`src/rtl/bytecode_sequencer.sv`:
```
`default_nettype none
// ============================================================================
// Module   : bytecode_sequencer
// Purpose  : Translates a small subset of Java bytecode, read from a 1-cycle
//            latency ROM, into a stream of ARM words over valid/ready.
// Revision : 1.0  initial release
// ============================================================================
module bytecode_sequencer #(
  parameter int ADDR_WIDTH = 6,
  parameter int START_ADDR = 0
) (
  input  logic                  clk,
  input  logic                  reset,
  input  logic                  start,
  output logic [ADDR_WIDTH-1:0] rom_addr,
  input  logic [7:0]            rom_data,
  output logic                  instr_valid,
  input  logic                  instr_ready,
  output logic [31:0]           instr_data,
  output logic                  busy,
  output logic                  done,
  output logic                  err_unknown
);

  localparam logic [ADDR_WIDTH-1:0] c_LAST_ADDR  = '1;
  localparam logic [ADDR_WIDTH-1:0] c_START_ADDR = ADDR_WIDTH'(START_ADDR);
  localparam logic [7:0]            c_OP_BIPUSH  = 8'h10;
  localparam logic [7:0]            c_OP_RETURN  = 8'hB1;
  localparam logic [7:0]            c_OP_IADD    = 8'h60;

  typedef enum logic [2:0] {
    S_IDLE    = 3'd0,
    S_FETCH   = 3'd1,
    S_DECODE  = 3'd2,
    S_OPERAND = 3'd3,
    S_EMIT    = 3'd4,
    S_FINISH  = 3'd5
  } state_t;

  state_t                  r_state;
  state_t                  w_next;
  logic [ADDR_WIDTH-1:0]   r_rom_addr;
  logic [7:0]              r_opcode;
  logic [7:0]              r_operand;
  logic [1:0]              r_widx;
  logic                    r_err;
  logic                    r_last;
  logic                    r_need_op;
  logic                    w_at_last;
  logic                    w_last_word;
  logic [1:0]              w_dec_count;
  logic [31:0]             w_word;

  // Number of ARM words an opcode expands to; zero marks unsupported opcodes.
  function automatic logic [1:0] f_count(input logic [7:0] op);
    logic [1:0] n;
    n = 2'd0;
    if (op >= 8'h03 && op <= 8'h08) n = 2'd2;
    if (op == c_OP_BIPUSH)          n = 2'd2;
    if (op >= 8'h1A && op <= 8'h1D) n = 2'd2;
    if (op >= 8'h3B && op <= 8'h3E) n = 2'd2;
    if (op == c_OP_IADD)            n = 2'd3;
    return n;
  endfunction

  function automatic logic [31:0] f_word(input logic [7:0] op, input logic [7:0] b,
                                         input logic [1:0] idx);
    logic [31:0] w;
    w = 32'h0;
    if (op >= 8'h03 && op <= 8'h08)
      w = (idx == 2'd0) ? (32'hE3A01000 | {24'h0, op - 8'h03}) : 32'hE92D0002;
    else if (op == c_OP_BIPUSH)
      w = (idx == 2'd0) ? (32'hE3A01000 | {24'h0, b}) : 32'hE92D0002;
    else if (op >= 8'h1A && op <= 8'h1D)
      w = (idx == 2'd0) ? (32'hE5931000 | {24'h0, op - 8'h1A}) : 32'hE92D0002;
    else if (op >= 8'h3B && op <= 8'h3E)
      w = (idx == 2'd0) ? 32'hE8BD0002 : (32'hE5831000 | {24'h0, op - 8'h3B});
    else if (op == c_OP_IADD) begin
      case (idx)
        2'd0:    w = 32'hE8BD0006;
        2'd1:    w = 32'hE0811002;
        default: w = 32'hE92D0002;
      endcase
    end
    return w;
  endfunction

  assign w_at_last   = (r_rom_addr == c_LAST_ADDR);
  assign w_dec_count = f_count(rom_data);
  assign w_last_word = (r_widx == (f_count(r_opcode) - 2'd1));
  assign w_word      = f_word(r_opcode, r_operand, r_widx);

  // All outputs come from registers only, so valid never follows ready combinationally.
  assign rom_addr    = r_rom_addr;
  assign instr_valid = (r_state == S_EMIT);
  assign instr_data  = (r_state == S_EMIT) ? w_word : 32'h0;
  assign busy        = (r_state != S_IDLE);
  assign done        = (r_state == S_FINISH);
  assign err_unknown = r_err;

  always_ff @(posedge clk) begin
    if (reset) r_state <= S_IDLE;
    else       r_state <= w_next;
  end

  always_comb begin
    w_next = r_state;
    case (r_state)
      S_IDLE:    if (start) w_next = S_FETCH;
      S_FETCH:   w_next = r_need_op ? S_OPERAND : S_DECODE;
      S_DECODE: begin
        if (rom_data == c_OP_RETURN)      w_next = S_FINISH;
        else if (rom_data == c_OP_BIPUSH) w_next = w_at_last ? S_FINISH : S_FETCH;
        else if (w_dec_count != 2'd0)     w_next = S_EMIT;
        else                              w_next = w_at_last ? S_FINISH : S_FETCH;
      end
      S_OPERAND: w_next = S_EMIT;
      S_EMIT:    if (instr_ready && w_last_word) w_next = r_last ? S_FINISH : S_FETCH;
      S_FINISH:  w_next = S_IDLE;
      default:   w_next = S_IDLE;
    endcase
  end

  // Address is held at the top of the program space rather than wrapping to 0.
  always_ff @(posedge clk) begin
    if (reset) begin
      r_rom_addr <= '0;
      r_opcode   <= 8'h0;
      r_operand  <= 8'h0;
      r_widx     <= 2'd0;
      r_err      <= 1'b0;
      r_last     <= 1'b0;
      r_need_op  <= 1'b0;
    end else begin
      case (r_state)
        S_IDLE: begin
          if (start) begin
            r_rom_addr <= c_START_ADDR;
            r_err      <= 1'b0;
            r_last     <= 1'b0;
            r_need_op  <= 1'b0;
            r_widx     <= 2'd0;
          end
        end
        S_DECODE: begin
          r_opcode <= rom_data;
          r_widx   <= 2'd0;
          r_last   <= w_at_last;
          if (!w_at_last) r_rom_addr <= r_rom_addr + 1'b1;
          if (rom_data == c_OP_BIPUSH) begin
            if (w_at_last) r_err     <= 1'b1;
            else           r_need_op <= 1'b1;
          end else if (rom_data != c_OP_RETURN && w_dec_count == 2'd0) begin
            r_err <= 1'b1;
          end
        end
        S_OPERAND: begin
          r_operand <= rom_data;
          r_need_op <= 1'b0;
          r_last    <= w_at_last;
          if (!w_at_last) r_rom_addr <= r_rom_addr + 1'b1;
        end
        S_EMIT: begin
          if (instr_ready) r_widx <= w_last_word ? 2'd0 : r_widx + 2'd1;
        end
        default: ;
      endcase
    end
  end

endmodule
`default_nettype wire

```
`config.mk`:
```
export PLATFORM = sky130hd
export DESIGN_NAME = bytecode_sequencer
export DESIGN_NICKNAME = d
export VERILOG_FILES = /design/src/rtl/bytecode_sequencer.sv
export SDC_FILE = /design/constraint.sdc
export NUM_CORES = 1
export LEC_CHECK = 0
export CAP_MARGIN = 0
export CORE_UTILIZATION = 56
export CTS_BUF_LIST = sky130_fd_sc_hd__clkbuf_4
export CTS_CLUSTER_SIZE = 14
export DETAILED_ROUTE_END_ITERATION = 10
export HOLD_SLACK_MARGIN = 0.1
export MAX_ROUTING_LAYER = met4
export PLACE_DENSITY = 0.84
export SETUP_SLACK_MARGIN = 0.3
export SLEW_MARGIN = 0
export SYNTH_ARGS = -nofsm -noshare
export SYNTH_HDL_FRONTEND = slang
export SYNTH_SLANG_ARGS = --single-unit
```
`constraint.sdc`:
```
create_clock -name clk -period 3.9 [get_ports clk]
set_input_delay 0.585 -clock clk [delete_from_list [all_inputs] [get_ports clk]]
set_output_delay 0.585 -clock clk [all_outputs]
set_load 0.02 [all_outputs]
```
==> reports/metrics.cfg, run 1 <==
[sta]
fin_tns_setup_ns = 0
hold_violations = 0
layout_setup_ws_ns = 0.3245
setup_viol = 0
clock.fmax_mhz = 279.7
grt_setup_unrepaired = true
fin_crit_ns = 3.575
skew_ns = 0.008205
drv_slew = 0
tightest_slew_ns = 0.9378
maxSlewHeadroom = 0.3700
fin_crit_sh = 0.9168

[synthesis]
synth_top_area_frac = 0.2550
ys_ff_latch = 30
synth_largest_area_cell = dfxtp_1
postSynth.asyncResetShare = 0
synth_area_mm2 = 0.002355
synth_ff_type = dfxtp_1
syn_avg_cell_area_um2 = 7.336
synth_area_leaders = dfxtp_1 26%, a21oi_1 6.6%, nand2_1 5.7%, buf_4 5.4%, ha_1 5.3%
synth.distinct_cells = 65
netlist_instances = 321
synth_warnings = 0
synth_enable_flop_cells = 0
synth_seq_area_share = 0.2550

[finish]
final_common_cell = nand2_1
n_antenna_cell = 0
drive_above_1_share = 0.08286
final_nets = 371
mostFrequentLayoutCells = 36 x nand2_1, 32 x clkdlybuf4s50_1, 31 x a21oi_1, 28 x nor2_1, 26 x dfxtp_1
fillers = 356
synthToLayoutAreaGrowth_pct = 19.02

[routing]
dr.pass1.iters = 5
antenna_left = 0
drc_errors = 0
routedWlPerCell_um = 14.92
drt_iter0_markers = 234
dr_total_vias = 2400
wl_um = 5969
vias_per_cell = 6.000

[clocking]
clk_pin_slew_ns = 0.09
h-tree-depth = 2
clock-sinks = 30
cts_setup_buffers = 0
cts_tree = built
numCtsBuffers = 5
clock_latency_ns = 0.32
cts.path.max_buffers = 2
clockRootBuffer = clkbuf_4

[placement]
dp.final_hpwl_um = 4399
dp_slack_ns = 0.3063
gp_congestion = 0.8938
port_buffers = 44

[setup_path]
start_kind = register
critical_path.max_fanout = 11
worstRegToRegCells = 8
critical_path_class = reg2out
r2r_slack_ns = 1.43
rr_endpoint = r_state[0]
required_ns = 3.31
reg2reg_from = r_opcode[1]
end_kind = primary output
cp_data_arrival_time_ns = 2.99

[floorplan]
fp.dieH_um = 66.85
fp-row-count = 23
start_util = 0.5845
die_area_mm2 = 0.004468
core_mm2 = 0.004029
pin_count = 54
fp.dieW_um = 66.85

[pwr]
power.density_mw_per_mm2 = 229.8
p_leak_nw = 1.144
power_mw = 0.6442
vdd_drop_max_mv = 0.1821

[min_path]
holdPathEnd = err_unknown
hold_path_depth = 2
min-delay-start = err_unknown
hold_path.class = reg2reg

[grt]
grt-ovfl-total = 0
antenna_found_initial = 0
grt_pass1_vias = 2074
grt_usage = 0.2992
grt_pass1_wl_um = 9922
grt_max_degree = 27

[job]
cap_violations = 0

[outcome]
status = complete, no violations

[what timing repair did]
action / CTS / global route
hold endpoints to repair: 0 / 0
hold buffers: 0 / 0
resized for setup: 12 / 8
setup endpoints to repair: 18 / 9
[critical path: stages (launching register included)]
cell             delay, ns
dfxtp_2               0.43
inv_1                 0.14
ha_1                  0.22
nor3b_1               0.34
a211oi_2              0.11
and2_4                0.22
or3_2                 0.46
and4_1                0.22
clkdlybuf4s50_1       0.53
[report_power, final]
group | internal, mW | switching, mW | total (mW) | leakage (nW)
sequential | 0.315 | 0.0152 | 0.330 | 0.245
clock | 0.0746 | 0.104 | 0.178 | 0.0331
combinational | 0.0521 | 0.0833 | 0.135 | 0.866
[cells by family after synthesis]
group | share of synthesized area
AOI/OAI and AO/OA | 0.2450
xor gates and xnor gates | 0.03719
adders and majority gates | 0.05313
buffers and inverters | 0.1089
DFF | 0.2550
other | 0.001593
and+or+nand+nor | 0.2992
[worst max-delay path by stage]
| stage | start | to | slack (ns) | cells past startpoint |
|---|---|---|---|---|
| 2_1_floorplan | r_opcode[5] | instr_data[26] | 0.91 | 7 |
| 3_3_place_gp | r_opcode[1] | instr_data[31] | 0.43 | 9 |
| 3_5_place_dp | r_opcode[1] | instr_data[30] | 0.31 | 9 |
| 4_1_cts | r_opcode[1] | instr_data[7] | 0.30 | 9 |
| 5_1_grt | r_opcode[3] | instr_data[7] | 0.21 | 7 |
| 6_report | r_opcode[1] | instr_data[20] | 0.32 | 8 |
[stage by stage]
step / hold slack [ns] / util / instances / instance area, um2
6_report: 0.4597 / 0.6957 / 400 / 2803
5_1_grt: 0.4853 / 0.6957 / 400 / 2803
4_1_cts: 0.4662 / 0.6901 / 400 / 2780
3_5_place_dp: 0.4512 / 0.6764 / 392 / 2725
3_3_place_gp: 0.4380 / 0.6764 / 392 / 2725
2_1_floorplan: 0.4360 / - / 329 / 2385
[synth_stat cells, types with 2 or more instances]
master and number:
ha_1 10, xor2_1 4, and3_1 5, xnor2_1 6
a211oi_1 4, nor3_1 12, o21bai_1 2, nor2b_1 2
nor4b_1 2, o21ai_0 8, or3_1 3, nand3b_1 2
and4b_1 3, a211o_1 2, o31ai_1 7, nand2b_1 6
nand3_1 20, o41ai_1 2, o2111ai_1 2, buf_4 17
clkbuf_1 17, nor4_1 3, nor3b_1 2, a31oi_1 3
nor2_1 28, dfxtp_1 30, a221o_1 2, a21oi_1 31
o22ai_1 2, nand2_1 36, inv_1 14
[sequential cells by signal (all words and copies together) (netlist names)]
signal and cells:
r_operand 8, r_need_op 1, err_unknown 1, r_last 1, r_opcode 8, rom_addr 6, r_state 3, r_widx 2
[final cells by class]
type,instances,area [um2],share of cell area
timing repair buffer,49,489.2,0.1746
tap,50,62.56,0.02232
multi-input combinational,248,1535,0.5478
sequential,30,605.6,0.2161
clock buffer,6,45.04,0.01607
inverter,15,56.30,0.02009
clock inverter,2,8.758,0.003125
[metal layers]
metal	track usage	share of wire	vias to the layer above
met3	0.04795	0.059	8
met1	0.4140	0.47	1110
met2	0.4533	0.46	103
met5	-	0	-
li1	-	-	1179
met4	0.07181	0.013	0
Power figures use the tool's default switching activity.
==> run 2, diff against run 1 <==
--- a/config.mk
+++ b/config.mk
@@ -7,5 +7,5 @@
 export LEC_CHECK = 0
 export CAP_MARGIN = 0
-export CORE_UTILIZATION = 56
+export CORE_UTILIZATION = 40
 export CTS_BUF_LIST = sky130_fd_sc_hd__clkbuf_4
 export CTS_CLUSTER_SIZE = 14
@@ -13,5 +13,5 @@
 export HOLD_SLACK_MARGIN = 0.1
 export MAX_ROUTING_LAYER = met4
-export PLACE_DENSITY = 0.84
+export PLACE_DENSITY = 0.62
 export SETUP_SLACK_MARGIN = 0.3
 export SLEW_MARGIN = 0
==> constraint.sdc (replaced) <==
create_clock -name clk -period 3.9 [get_ports clk]
set_input_delay 0.975 -clock clk [delete_from_list [all_inputs] [get_ports clk]]
set_output_delay 0.975 -clock clk [all_outputs]
set_load 0.02 [all_outputs]
==> reports/metrics.cfg, run 2 (synthesis results as in run 1) <==
[job]
cap_violations = 0

[pwr]
power.density_mw_per_mm2 = 264.9
power.switching_mw = 0.2182
p_leak_nw = 1.180
internal-power_mw = 0.5725
seq_power_share = 0.410
vdd_drop_max_mv = 0.2010
clkPwrFrac = 0.395
p_sw_frac = 0.2760
power_mw = 0.7908
power_frac_comb = 0.195

[routing]
dr_total_vias = 2392
wl_um = 6421
drt_iter0_markers = 155
dr.pass1.iters = 4
routedWlPerCell_um = 14.69
vias_per_cell = 5.474
drc_errors = 0
antenna_left = 0

[sta]
fin_crit_sh = 0.9114
setup_viol = 0
grt_setup_unrepaired = true
hold_violations = 0
skew_ns = 0.008730
whs_ns = 0.4638
maxSlewHeadroom = 0.5073
fin_crit_ns = 3.554
tightest_slew_ns = 0.7375
clock.fmax_mhz = 281.3
layout_setup_ws_ns = 0.3456
drv_slew = 0
fin_tns_setup_ns = 0

[floorplan]
pin_count = 54
fp.dieH_um = 78.73
fp.dieW_um = 78.73
fp-row-count = 27
core_mm2 = 0.005574
die_area_mm2 = 0.006198
start_util = 0.4224

[finish]
fin_util = 0.5356
final_nets = 386
final_area_mm2 = 0.002985
final_common_cell = nand2_1
multi_input_area_mm2 = 0.001572
ff_latch_area_um2 = 613.1
drive_above_1_share = 0.1753
mostFrequentLayoutCells = 36 x nand2_1, 31 x a21oi_1, 26 x nor2_1, 26 x dfxtp_1, 22 x clkdlybuf4s50_1
stdcell_count = 437
synthToLayoutAreaGrowth_pct = 26.78
fillers = 586
n_antenna_cell = 0

[grt]
antenna_found_initial = 0
grt_pass1_wl_um = 10560
grt_max_degree = 27
grt_pass1_vias = 2157
grt-ovfl-total = 0
grt_usage = 0.2209

[clocking]
ctsHoldBuffers = 0
cts.path.max_buffers = 2
numCtsBuffers = 5
clockRootBuffer = clkbuf_4
clock-sinks = 30
clock_latency_ns = 0.34
cts_tree = built
h-tree-depth = 2
clk_pin_slew_ns = 0.11

[setup_path]
start_kind = register
max_stage_delay_ns = 0.38
slowest_stage = or3_4
cp_data_arrival_time_ns = 2.58
crit_top_cell = buf_4
worstRegToRegCells = 9
r2r_slack_ns = 1.52
required_ns = 2.92
reg2reg_from = r_opcode[0]
cp-startpoint = r_opcode[7]
critical_path.max_fanout = 5
critical_path_class = reg2out
end_kind = primary output
rr_endpoint = r_state[0]
path_cells = or2_4, or3_4, a311oi_4, buf_4, nand2_4, a221o_1, a31oi_1, buf_4

[placement]
gp_congestion = 0.8600
dp_slack_ns = 0.1990
dp.cells = 424
port_buffers = 44
dpl-instance-area_mm2 = 0.002828
dp.final_hpwl_um = 4708

[outcome]
status = complete, no violations

[min_path]
min-delay-start = err_unknown
holdPathEnd = err_unknown
hold_path.class = reg2reg
hold_path_depth = 2

## run 2: cell count changes in the layout (fill, tap and decap cells not counted), sizes merged
cell           change
clkinv             -1
clkdlybuf4s15      +5
dlymetal6s2s       -5
clkbuf             +5
bufinv             +2
clkdlybuf4s50     -10
buf               +17
dlygate4sd2        +2
## run 2: power by group through the flow
| stage | registers [mW] | logic (mW) | clock network (mW) |
|---|---|---|---|
| floorplan | 0.330 | 0.106 | 0 |
| global placement | 0.332 | 0.146 | 0 |
| detailed placement | 0.332 | 0.146 | 0 |
| CTS | 0.324 | 0.147 | 0.321 |
| global route | 0.326 | 0.170 | 0.334 |
| finish | 0.324 | 0.154 | 0.313 |
## run 2: worst max-delay path: cells and delay by family (launching register included)
| family | cells | cell delay (ns) |
|---|---|---|
| and+or+nand+nor | 3 | 0.70 |
| DFF | 1 | 0.37 |
| AOI/OAI and AO/OA | 3 | 0.81 |
| buffers and inverters | 2 | 0.36 |
## run 2: how the worst max path moves through the flow
| stage | endpoint | slack, ns | cells after the start |
|---|---|---|---|
| after floorplan | instr_data[26] | 0.52 | 7 |
| after global placement | instr_data[31] | 0.25 | 9 |
| after detailed placement | instr_data[30] | 0.20 | 9 |
| after CTS | instr_data[23] | 0.30 | 9 |
| after global routing | instr_data[23] | 0.23 | 8 |
| final | instr_data[7] | 0.35 | 8 |
## run 2: timing repair
action                                  CTS  global route
buffers inserted                          2             3
gates resized for setup                  43            32
endpoints found under the setup margin   23            21
pin swaps                                 1             2
## run 2: layout make-up
| class | instances | share of cell area |
|---|---|---|
| well taps | 72 | 0.03018 |
| repair buffers | 64 | 0.1852 |
| clock buffers | 5 | 0.01257 |
| flip-flops and latches | 30 | 0.2054 |
| multi-input cells | 248 | 0.5264 |
| inverters | 15 | 0.01886 |
| clock inverters | 3 | 0.02137 |
## run 2: metal layers
layer  track usage  share of wire
met2        0.3330           0.46
met1        0.3008           0.48
met3       0.03333          0.060
met5             -              0
met4       0.07407         0.0092
